**src/rtl/rc4_decrypt_ctrl.sv**
```systemverilog
// RC4 message-decrypt stage: XORs one PRGA keystream byte with each encrypted
// ROM byte, writes the plaintext to RAM and optionally aborts on illegal bytes.
module rc4_decrypt_ctrl #(
  parameter int MSG_LEN  = 32,
  parameter int ADDR_W   = 5,
  parameter bit CHECK_EN = 1'b1
) (
  input  logic              clk,
  input  logic              reset,
  input  logic              start,
  output logic              busy,
  output logic              done,
  output logic              msg_ok,
  input  logic              ks_valid,
  input  logic [7:0]        ks_data,
  output logic              ks_ready,
  output logic              enc_rd_start,
  output logic [ADDR_W-1:0] enc_addr,
  input  logic              enc_rd_done,
  input  logic [7:0]        enc_rd_data,
  output logic              dec_wr_en,
  output logic [ADDR_W-1:0] dec_addr,
  output logic [7:0]        dec_wr_data
);

  typedef enum logic [2:0] {
    IDLE,
    KS_WAIT,
    ENC_REQ,
    ENC_WAIT,
    WRITE,
    DONE
  } state_t;

  localparam logic [ADDR_W-1:0] LAST_IDX = ADDR_W'(MSG_LEN - 1);

  state_t            state;
  state_t            state_nxt;
  logic [ADDR_W-1:0] k;
  logic [7:0]        ks_reg;
  logic [7:0]        p_reg;
  logic              msg_ok_r;
  logic              p_legal;
  logic              p_fail;

  // Legal alphabet for a plausible key: lowercase letters and space.
  assign p_legal = ((p_reg >= 8'h61) && (p_reg <= 8'h7A)) || (p_reg == 8'h20);
  assign p_fail  = CHECK_EN && !p_legal;

  always_ff @(posedge clk or posedge reset) begin
    if (reset) begin
      state <= IDLE;
    end else begin
      state <= state_nxt;
    end
  end

  always_comb begin
    state_nxt = state;
    unique case (state)
      IDLE:     if (start) state_nxt = KS_WAIT;
      KS_WAIT:  if (ks_valid) state_nxt = ENC_REQ;
      ENC_REQ:  state_nxt = ENC_WAIT;
      ENC_WAIT: if (enc_rd_done) state_nxt = WRITE;
      WRITE:    state_nxt = (p_fail || (k == LAST_IDX)) ? DONE : KS_WAIT;
      DONE:     state_nxt = IDLE;
      default:  state_nxt = IDLE;
    endcase
  end

  always_ff @(posedge clk or posedge reset) begin
    if (reset) begin
      k        <= '0;
      ks_reg   <= '0;
      p_reg    <= '0;
      msg_ok_r <= 1'b0;
    end else begin
      unique case (state)
        IDLE: begin
          if (start) begin
            k        <= '0;
            msg_ok_r <= 1'b0;
          end
        end
        KS_WAIT: begin
          if (ks_valid) ks_reg <= ks_data;
        end
        ENC_WAIT: begin
          if (enc_rd_done) p_reg <= enc_rd_data ^ ks_reg;
        end
        WRITE: begin
          // An illegal byte is still written; it just ends the run with msg_ok low.
          if (p_fail) begin
            msg_ok_r <= 1'b0;
          end else if (k == LAST_IDX) begin
            msg_ok_r <= 1'b1;
          end else begin
            k <= k + 1'b1;
          end
        end
        default: ;
      endcase
    end
  end

  always_comb begin
    busy         = (state != IDLE);
    done         = (state == DONE);
    ks_ready     = (state == KS_WAIT);
    enc_rd_start = (state == ENC_REQ);
    dec_wr_en    = (state == WRITE);
    msg_ok       = msg_ok_r;
    enc_addr     = k;
    dec_addr     = k;
    dec_wr_data  = p_reg;
  end

endmodule

```
**config.mk**
```make
export PLATFORM = sky130hd
export DESIGN_NAME = rc4_decrypt_ctrl
export DESIGN_NICKNAME = d
export VERILOG_FILES = /design/src/rtl/rc4_decrypt_ctrl.sv
export SDC_FILE = /design/constraint.sdc
export NUM_CORES = 1
export LEC_CHECK = 0
export ABC_AREA = 1
export CAP_MARGIN = 20
export CORE_ASPECT_RATIO = 0.6
export CORE_MARGIN = 4
export CORE_UTILIZATION = 45
export CTS_CLUSTER_DIAMETER = 80
export DETAILED_ROUTE_END_ITERATION = 7
export GPL_TIMING_DRIVEN = 1
export PLACE_DENSITY = 0.77
export SLEW_MARGIN = 20
export SYNTH_ARGS = -nofsm -noshare
export SYNTH_HDL_FRONTEND = slang
export SYNTH_SLANG_ARGS = --single-unit
```
**constraint.sdc**
```tcl
create_clock -name clk -period 2.9 [get_ports clk]
set_input_delay 0.725 -clock clk [delete_from_list [all_inputs] [get_ports clk]]
set_output_delay 0.725 -clock clk [all_outputs]
set_load 0.01 [all_outputs]
```
Word level (Yosys, flattened, before mapping)
Cells that the tools add are included.
{"block": "totals", "romBits": 0, "latchBits": 0, "in_bits": 21, "ram_bits": 0, "mem_count": 0, "reg_bits": 25, "elab_cells": 47}
{"block": "op_classes", "order_cmp": 2, "n_bitwise": 1, "n_addsub": 1, "div": 0, "reduce_logical": 12, "mul": 0, "eq_ne": 13, "n_shift": 0, "n_mux": 13}
{"op": "5-bit 2-to-1 mux", "count": 3}
{"op": "3-bit one-hot mux with 5 select lines", "count": 1}
{"op": "3-bit 2-to-1 mux", "count": 4}
{"op": "5-bit one-hot mux with 2 select lines", "count": 1}
{"op": "8-bit by 6-bit == test with 1-bit output (second input constant)", "count": 1}
{"op": "8-bit by 7-bit >= comparator with 1-bit output (second input constant)", "count": 1}
{"op": "8-bit by 7-bit less-or-equal comparator with 1-bit output (second input constant)", "count": 1}
{"op": "2-bit != test (second input constant)", "count": 4}
{"op": "8-bit XOR", "count": 1}
{"op": "3-bit by 2-bit == test with 1-bit output (second input constant)", "count": 2}
{"op": "3-bit == test (second input constant)", "count": 2}
{"op": "3-bit AND reduction", "count": 2}
{"op": "5-bit by 1-bit adder with 5-bit output (second input constant)", "count": 1}
{"op": "5-bit == test (second input constant)", "count": 1}
{"op": "2-bit AND reduction", "count": 2}
{"op": "4-bit AND reduction", "count": 1}
{"op": "3-bit by 1-bit == test with 1-bit output (second input constant)", "count": 1}
{"op": "3-bit zero test", "count": 1}
{"op": "1-bit 2-to-1 mux", "count": 3}
{"op": "3-bit by 2-bit != test with 1-bit output (second input constant)", "count": 1}
{"op": "3-bit nonzero test", "count": 1}
{"op": "1-bit logical OR", "count": 2}
{"op": "2-bit by 1-bit != test with 1-bit output (second input constant)", "count": 1}
{"op": "1-bit one-hot mux with 2 select lines", "count": 1}
{"op": "other kinds (3)", "count": 3}

Logic depth before layout (Yosys ltp)
Gate-level depths: netlist of run 1.
{"block": "logic_depth", "ltp_word": 7, "ltp_mapped": 10}

Worst setup path before layout of run 1
OpenSTA, ideal clock, no wires.
{"block": "synth_path", "kind": "reg-to-output", "start": "register state[1]", "end": "output dec_wr_en", "path_stages_with_launch": 4, "path_buffers": 0, "setup_slack_ns": 1.367, "required_ns": 2.175, "arrival_time_ns": 0.808, "cell_sequence": "dfrtp_1 > nor2_2 > nand2_1 > inv_2"}
{"block": "synth_via", "elab_chain_cells": 1}
{"element": "start, declared", "line": "37", "rtl": "state_t state;"}
{"element": "start signal, assigned", "line": "54", "rtl": "state <= state_nxt;"}
{"element": "3-bit == test", "line": "111", "rtl": "dec_wr_en = (state == WRITE);"}
{"element": "end, declared", "line": "21", "rtl": "output logic dec_wr_en,"}
No other way between the ends.

Worst setup path after layout of run 1
Ends and elaborated chain as after synthesis.

==> impl_metrics.json, run 1 <==
{
  "reg2reg_slack_ns": 1.25,
  "p_leak_uw": 0.000830,
  "pre_cts_ws_ns": 0.770,
  "area_delta_synth_final_pct": 36.9,
  "die-width_um": 78.7,
  "fin_crit_sh_pct": 84.0,
  "row_count": 15,
  "design_area_um2": 1850,
  "placed_area_um2": 1800,
  "io_buffers": 44,
  "clock_skew_ns": 0.00296,
  "hp-class": "reg -> reg",
  "setup_ws_ns": 0.463,
  "synth.distinct_cells": 25,
  "grt_max_degree": 26,
  "cts.path.max_buffers": 2,
  "power.density_nw_per_um2": 896,
  "irDropWorstVdd_mv": 0.477,
  "r2r_start": "dec_addr[0]",
  "avgRoutedWirePerCell_um": 13.0,
  "min_to": "dec_addr[3]",
  "outcome": "completed",
  "seq_area_frac_synth_pct": 46.3,
  "antenna_found_initial": 0,
  "grt_pass1_wl_mm": 5.25,
  "clock-sinks": 25,
  "cts_resized": 0,
  "drc_errors": 0,
  "netlist_instances": 144,
  "worst_pin_slew_ns": 0.312,
  "critPathLaunchType": "flop",
  "die_area_um2": 3970,
  "fin_nets": 211,
  "avgViaCountPerCell": 4.61,
  "avgSynthCellArea_um2": 9.38,
  "yosys_warnings": 0,
  "ant_nets": 0,
  "ios": 45,
  "cts_tree": "yes",
  "syn-num-nets": 167,
  "crit_required_ns": 2.17,
  "vias": 1055,
  "grt.total_usage_pct": 17.2,
  "regToRegEndpoint": "dec_addr[0]",
  "start_util_pct": 47.1,
  "cts.hold.buffers_added": 0,
  "yosysTopAreaCell": "dfrtp_1",
  "place.gp.congestion": 0.869,
  "grt_pass1_vias": 1130,
  "end_kind": "primary output",
  "setup_viol": 0,
  "synthTopCellsByArea": "dfrtp_1 46%, mux2_2 8.3%, nand2_1 7.2%",
  "crit_type": "reg -> out",
  "clkTransAtPathRegs_ns": 0.08,
  "worstHoldStart": "dec_addr[3]",
  "clockRootBuffer": "clkbuf_8",
  "diodes": 0,
  "dr.pass1.iters": 4,
  "die_h_um": 50.4,
  "slew_viol_final": 0,
  "dp_hpwl_mm": 2.37,
  "synth_top_area_share_pct": 46.3,
  "rr_worst_depth": 10,
  "overflow": 0,
  "cp_max_fo": 5,
  "finalPower_uw": 1660,
  "finalHoldViolations": 0,
  "core_region_area_um2": 2870,
  "max_freq_mhz": 410,
  "post-route-min-period_ns": 2.44,
  "synth-seq-cells": 25,
  "slew_headroom_pct": 79.2,
  "clk_latency_ns": 0.27,
  "synth_area_um2": 1350,
  "fillers": 237,
  "numCtsBuffers": 3,
  "drive_gt1_share_pct": 18.7,
  "wl_mm": 2.98,
  "hold_path_depth": 2,
  "cts_setup_buffers": 0,
  "worst_ep_arrival_time_ns": 1.71,
  "drt-initial-drc-count": 38,
  "maxCapViolations": 0,
  "rsz0062_at_grt": "no",
  "setup_tns_ns": 0,
  "cts_max_level": 1
}
metrics by stage:
stage | util [%] | cells | hold WS [ns]
3_3_place_gp | 62.8 | 225 | 0.510
3_5_place_dp | 62.8 | 225 | 0.513
6_report | 64.4 | 229 | 0.530
2_1_floorplan | - | 144 | 0.500
5_1_grt | 64.4 | 229 | 0.553
4_1_cts | 64.4 | 229 | 0.534
worst max-delay path by stage:
stage / startpoint / endpoint / slack, ns / cells past startpoint
3_5_place_dp: state[1] / dec_wr_en / 0.77 / 4
3_3_place_gp: state[1] / dec_wr_en / 0.81 / 4
4_1_cts: state[1] / dec_wr_en / 0.46 / 4
6_report: state[1] / dec_wr_en / 0.46 / 4
2_1_floorplan: state[1] / dec_wr_en / 1.37 / 3
5_1_grt: state[1] / dec_wr_en / 0.38 / 4
power by group:
part | switching [µW] | internal, µW | total (µW)
Sequential | 138 | 490 | 628
Clock | 107 | 96.1 | 203
Combinational | 400 | 426 | 827
Total | 645 | 1010 | 1660
cell usage after synthesis (all sizes together):
master	instances
nand2	30
dfrtp	25
inv	18
nor2	16
mux2	12
nand3	12
xor2	8
buf	6
a21oi	5
o21ai	5
ha	2
nor3	2
nor3b	1
o311a	1
or2	1
routing by layer:
metal	vias up	track usage, %	part of all wire, %
met2	28	28.5	46
met3	2	4.30	4.7
met1	486	22.9	48
li1	539	-	-
met4	0	3.49	0.77
met5	-	0	0
layout by cell type, fill, tap and decap left out, drive strengths merged:
| cell | n |
|---|---|
| mux2 | 12 |
| clkbuf | 3 |
| dfrtp | 25 |
| o311a | 1 |
| nand3 | 12 |
| ha | 2 |
| clkinv | 1 |
| buf | 1 |
| nor3b | 1 |
| nand2 | 30 |
| a21oi | 5 |
| nor3 | 2 |
| or2 | 1 |
| clkdlybuf4s50 | 44 |
| inv | 18 |
| xor2 | 8 |
| o21ai | 5 |
| nor2 | 16 |
critical path: stages (launching register included):
cell	delay, ns
dfrtp_1	0.46
nor2_2	0.17
nand2_1	0.16
inv_2	0.11
clkdlybuf4s50_1	0.53
cells by family after synthesis:
kind of cell / share of synthesized area, %
compound gates: 4.72
xor+xnor: 5.19
fa+ha+maj: 1.85
buf+inv: 8.61
flops: 46.3
mux: 10.6
simple gates: 22.8
final cells by class:
| class | instances | area [µm²] | area share (%) |
|---|---|---|---|
| Sequential cell | 25 | 626 | 33.8 |
| Multi-Input combinational cell | 95 | 609 | 32.9 |
| Timing Repair Buffer | 45 | 448 | 24.2 |
| Inverter | 18 | 67.6 | 3.65 |
| Tap cell | 42 | 52.6 | 2.84 |
| Clock buffer | 3 | 41.3 | 2.23 |
| Clock inverter | 1 | 5.00 | 0.271 |
(Power assumes the default switching activity.)
==> run 2: changes to the inputs <==
--- a/config.mk
+++ b/config.mk
@@ -9,11 +9,11 @@
 export CAP_MARGIN = 20
 export CORE_ASPECT_RATIO = 0.6
 export CORE_MARGIN = 4
-export CORE_UTILIZATION = 45
+export CORE_UTILIZATION = 41
 export CTS_CLUSTER_DIAMETER = 80
 export DETAILED_ROUTE_END_ITERATION = 7
 export GPL_TIMING_DRIVEN = 1
-export PLACE_DENSITY = 0.77
+export PLACE_DENSITY = 0.74
 export SLEW_MARGIN = 20
 export SYNTH_ARGS = -nofsm -noshare
 export SYNTH_HDL_FRONTEND = slang
==> constraint.sdc (replaced) <==
create_clock -name clk -period 2.2 [get_ports clk]
set_input_delay 0.55 -clock clk [delete_from_list [all_inputs] [get_ports clk]]
set_output_delay 0.55 -clock clk [all_outputs]
set_load 0.01 [all_outputs]
==> run 2 against run 1 <==
  * Via count up 1.7%
  * Global-route usage down 0.81 points
  * First-iteration DRC count shrank 16%
  * Non-clock buffer count is 2 higher
  * Final cell count is 0.87% higher
  * Critical path depth is 1 lower
  * Combinational power increased by 34%
  * Register-to-register slack got worse by 0.67 ns
==> impl_metrics.json, run 2 (synthesis results as in run 1) <==
{
  "outcome": "completed",
  "drc_errors": 0,
  "io_buffers": 44,
  "slew_headroom_pct": 78.8,
  "p_clk_share_pct": 12.0,
  "start_util_pct": 45.0,
  "fin_crit_sh_pct": 95.9,
  "critPathLaunchType": "flop",
  "crit_type": "reg -> out",
  "clkTransAtPathRegs_ns": 0.09,
  "post-route-min-period_ns": 2.11,
  "drt-initial-drc-count": 32,
  "end_kind": "primary output",
  "fin_nets": 213,
  "p_int_uw": 1360,
  "clock-sinks": 25,
  "hp-class": "reg -> reg",
  "dp_hpwl_mm": 2.53,
  "crit_chain": "inv_2 -> nor3_4 -> clkdlybuf4s50_1",
  "max_freq_mhz": 474,
  "clock_skew_ns": 0.00631,
  "cts_max_level": 1,
  "row_count": 15,
  "swShare_pct": 39.0,
  "power.density_nw_per_um2": 1180,
  "die_h_um": 52.5,
  "drive_gt1_share_pct": 21.2,
  "slew_viol_final": 0,
  "ios": 45,
  "p_seq_share_pct": 38.1,
  "grt.total_usage_pct": 16.4,
  "irDropWorstVdd_mv": 0.723,
  "crit_required_ns": 1.65,
  "p_leak_uw": 0.000891,
  "final_common_cell": "clkdlybuf4s50_1",
  "avgRoutedWirePerCell_um": 13.2,
  "rsz0062_at_grt": "no",
  "antenna_found_initial": 0,
  "placed_area_um2": 1810,
  "numCtsBuffers": 3,
  "power_switching_uw": 868,
  "critPathMaxStageDelay_ns": 0.56,
  "place.gp.congestion": 0.813,
  "clk_latency_ns": 0.27,
  "diodes": 0,
  "die_area_um2": 4310,
  "grt_pass1_vias": 1129,
  "grt_max_degree": 26,
  "design_area_um2": 1880,
  "cp_max_fo": 4,
  "combinationalPowerShare_pct": 49.9,
  "overflow": 0,
  "die-width_um": 82.1,
  "setup_tns_ns": 0,
  "cts.hold.buffers_added": 0,
  "dr.pass1.iters": 4,
  "worst_ep_arrival_time_ns": 1.56,
  "grt_pass1_wl_mm": 5.23,
  "finalHoldViolations": 0,
  "vias": 1073,
  "clockRootBuffer": "clkbuf_8",
  "mostFrequentLayoutCells": "41 x clkdlybuf4s50_1, 25 x nand2_1, 23 x dfrtp_1, 12 x nor2_1",
  "wl_mm": 3.06,
  "placed_cells": 226,
  "fin_cells": 231,
  "cts.path.max_buffers": 2,
  "fin_hold_ws_ns": 0.539,
  "ant_nets": 0,
  "cp_slowest_cell": "clkdlybuf4s50_1",
  "worst_pin_slew_ns": 0.318,
  "maxCapViolations": 0,
  "core_region_area_um2": 3000,
  "cts_tree": "yes",
  "finalPower_uw": 2230,
  "avgViaCountPerCell": 4.65,
  "area_delta_synth_final_pct": 39.3,
  "setup_viol": 0
}
## run 2: cell count changes in the layout (fill, tap and decap cells not counted)
cell,change
nand2_2,+1
nor2_4,+1
clkdlybuf4s50_1,-3
nand2_1,-1
dfrtp_1,-2
dfrtp_2,+2
nor2_2,-1
buf_4,+2
dlymetal6s2s_1,+3
## run 2: timing repair
action | CTS | global route
endpoints found under the hold margin | 0 | 0
setup endpoints to repair | 2 | 3
pin swaps | 1 | 0
buffers inserted | 1 | 0
gates resized for setup | 2 | 5
## run 2: final timing paths
| kind | slack (ns) | endpoint | depth (start not counted) | start |
|---|---|---|---|---|
| setup / recovery | 0.09 | ks_ready | 3 | state[0] |
| hold / removal | 0.54 | ks_reg[3] | 1 | ks_reg[3] |
| setup reg to reg | 0.58 | dec_addr[4] | 10 | dec_addr[0] |
| hold reg to reg | 0.54 | ks_reg[3] | 1 | ks_reg[3] |
| max in group asynchronous | 1.32 | state[1] | 3 | reset |
| min in group asynchronous | 0.63 | dec_wr_data[6] | 3 | reset |
## run 2: per-stage QoR
step | utilization [%] | worst slack [ns]
finish | 62.7 | 0.0910
global route | 62.7 | 0.00687
CTS | 62.2 | 0.000137
detailed placement | 60.3 | 0.248
global placement | 60.3 | 0.278
floorplan | - | 0.705
## run 2: final cells by class
type / instances / area, µm²
fillers: 259 / 1120
flip-flops and latches: 25 / 628
multi-input cells: 95 / 617
repair buffers: 47 / 470
inverters: 18 / 67.6
well taps: 42 / 52.6
clock buffers: 3 / 41.3
clock inverters: 1 / 5.00
## run 2: critical path, delay by kind of cell, from the launching register on
family,cells,cell delay [ns]
buffers and inverters,2,0.66
AND/OR/NAND/NOR,1,0.19
flip-flops,1,0.44
## run 2: power groups by stage
stage          logic [µW]  registers (µW)  clock network [µW]
3_3_place_gp         1070             825                   0
6_report             1110             848                 268
5_1_grt              1220             874                 306
3_5_place_dp         1100             845                   0
2_1_floorplan         655             836                   0
4_1_cts              1130             838                 278
## run 2: routing by layer
metal | routed length, µm | part of all wire [%] | vias up | GRT usage (%)
li1 | - | - | 544 | -
met1 | 1460 | 48 | 506 | 21.2
met2 | 1470 | 48 | 21 | 27.6
met3 | 99 | 3.2 | 2 | 3.78
met4 | 27 | 0.88 | 0 | 4.14
met5 | 0 | 0 | - | 0
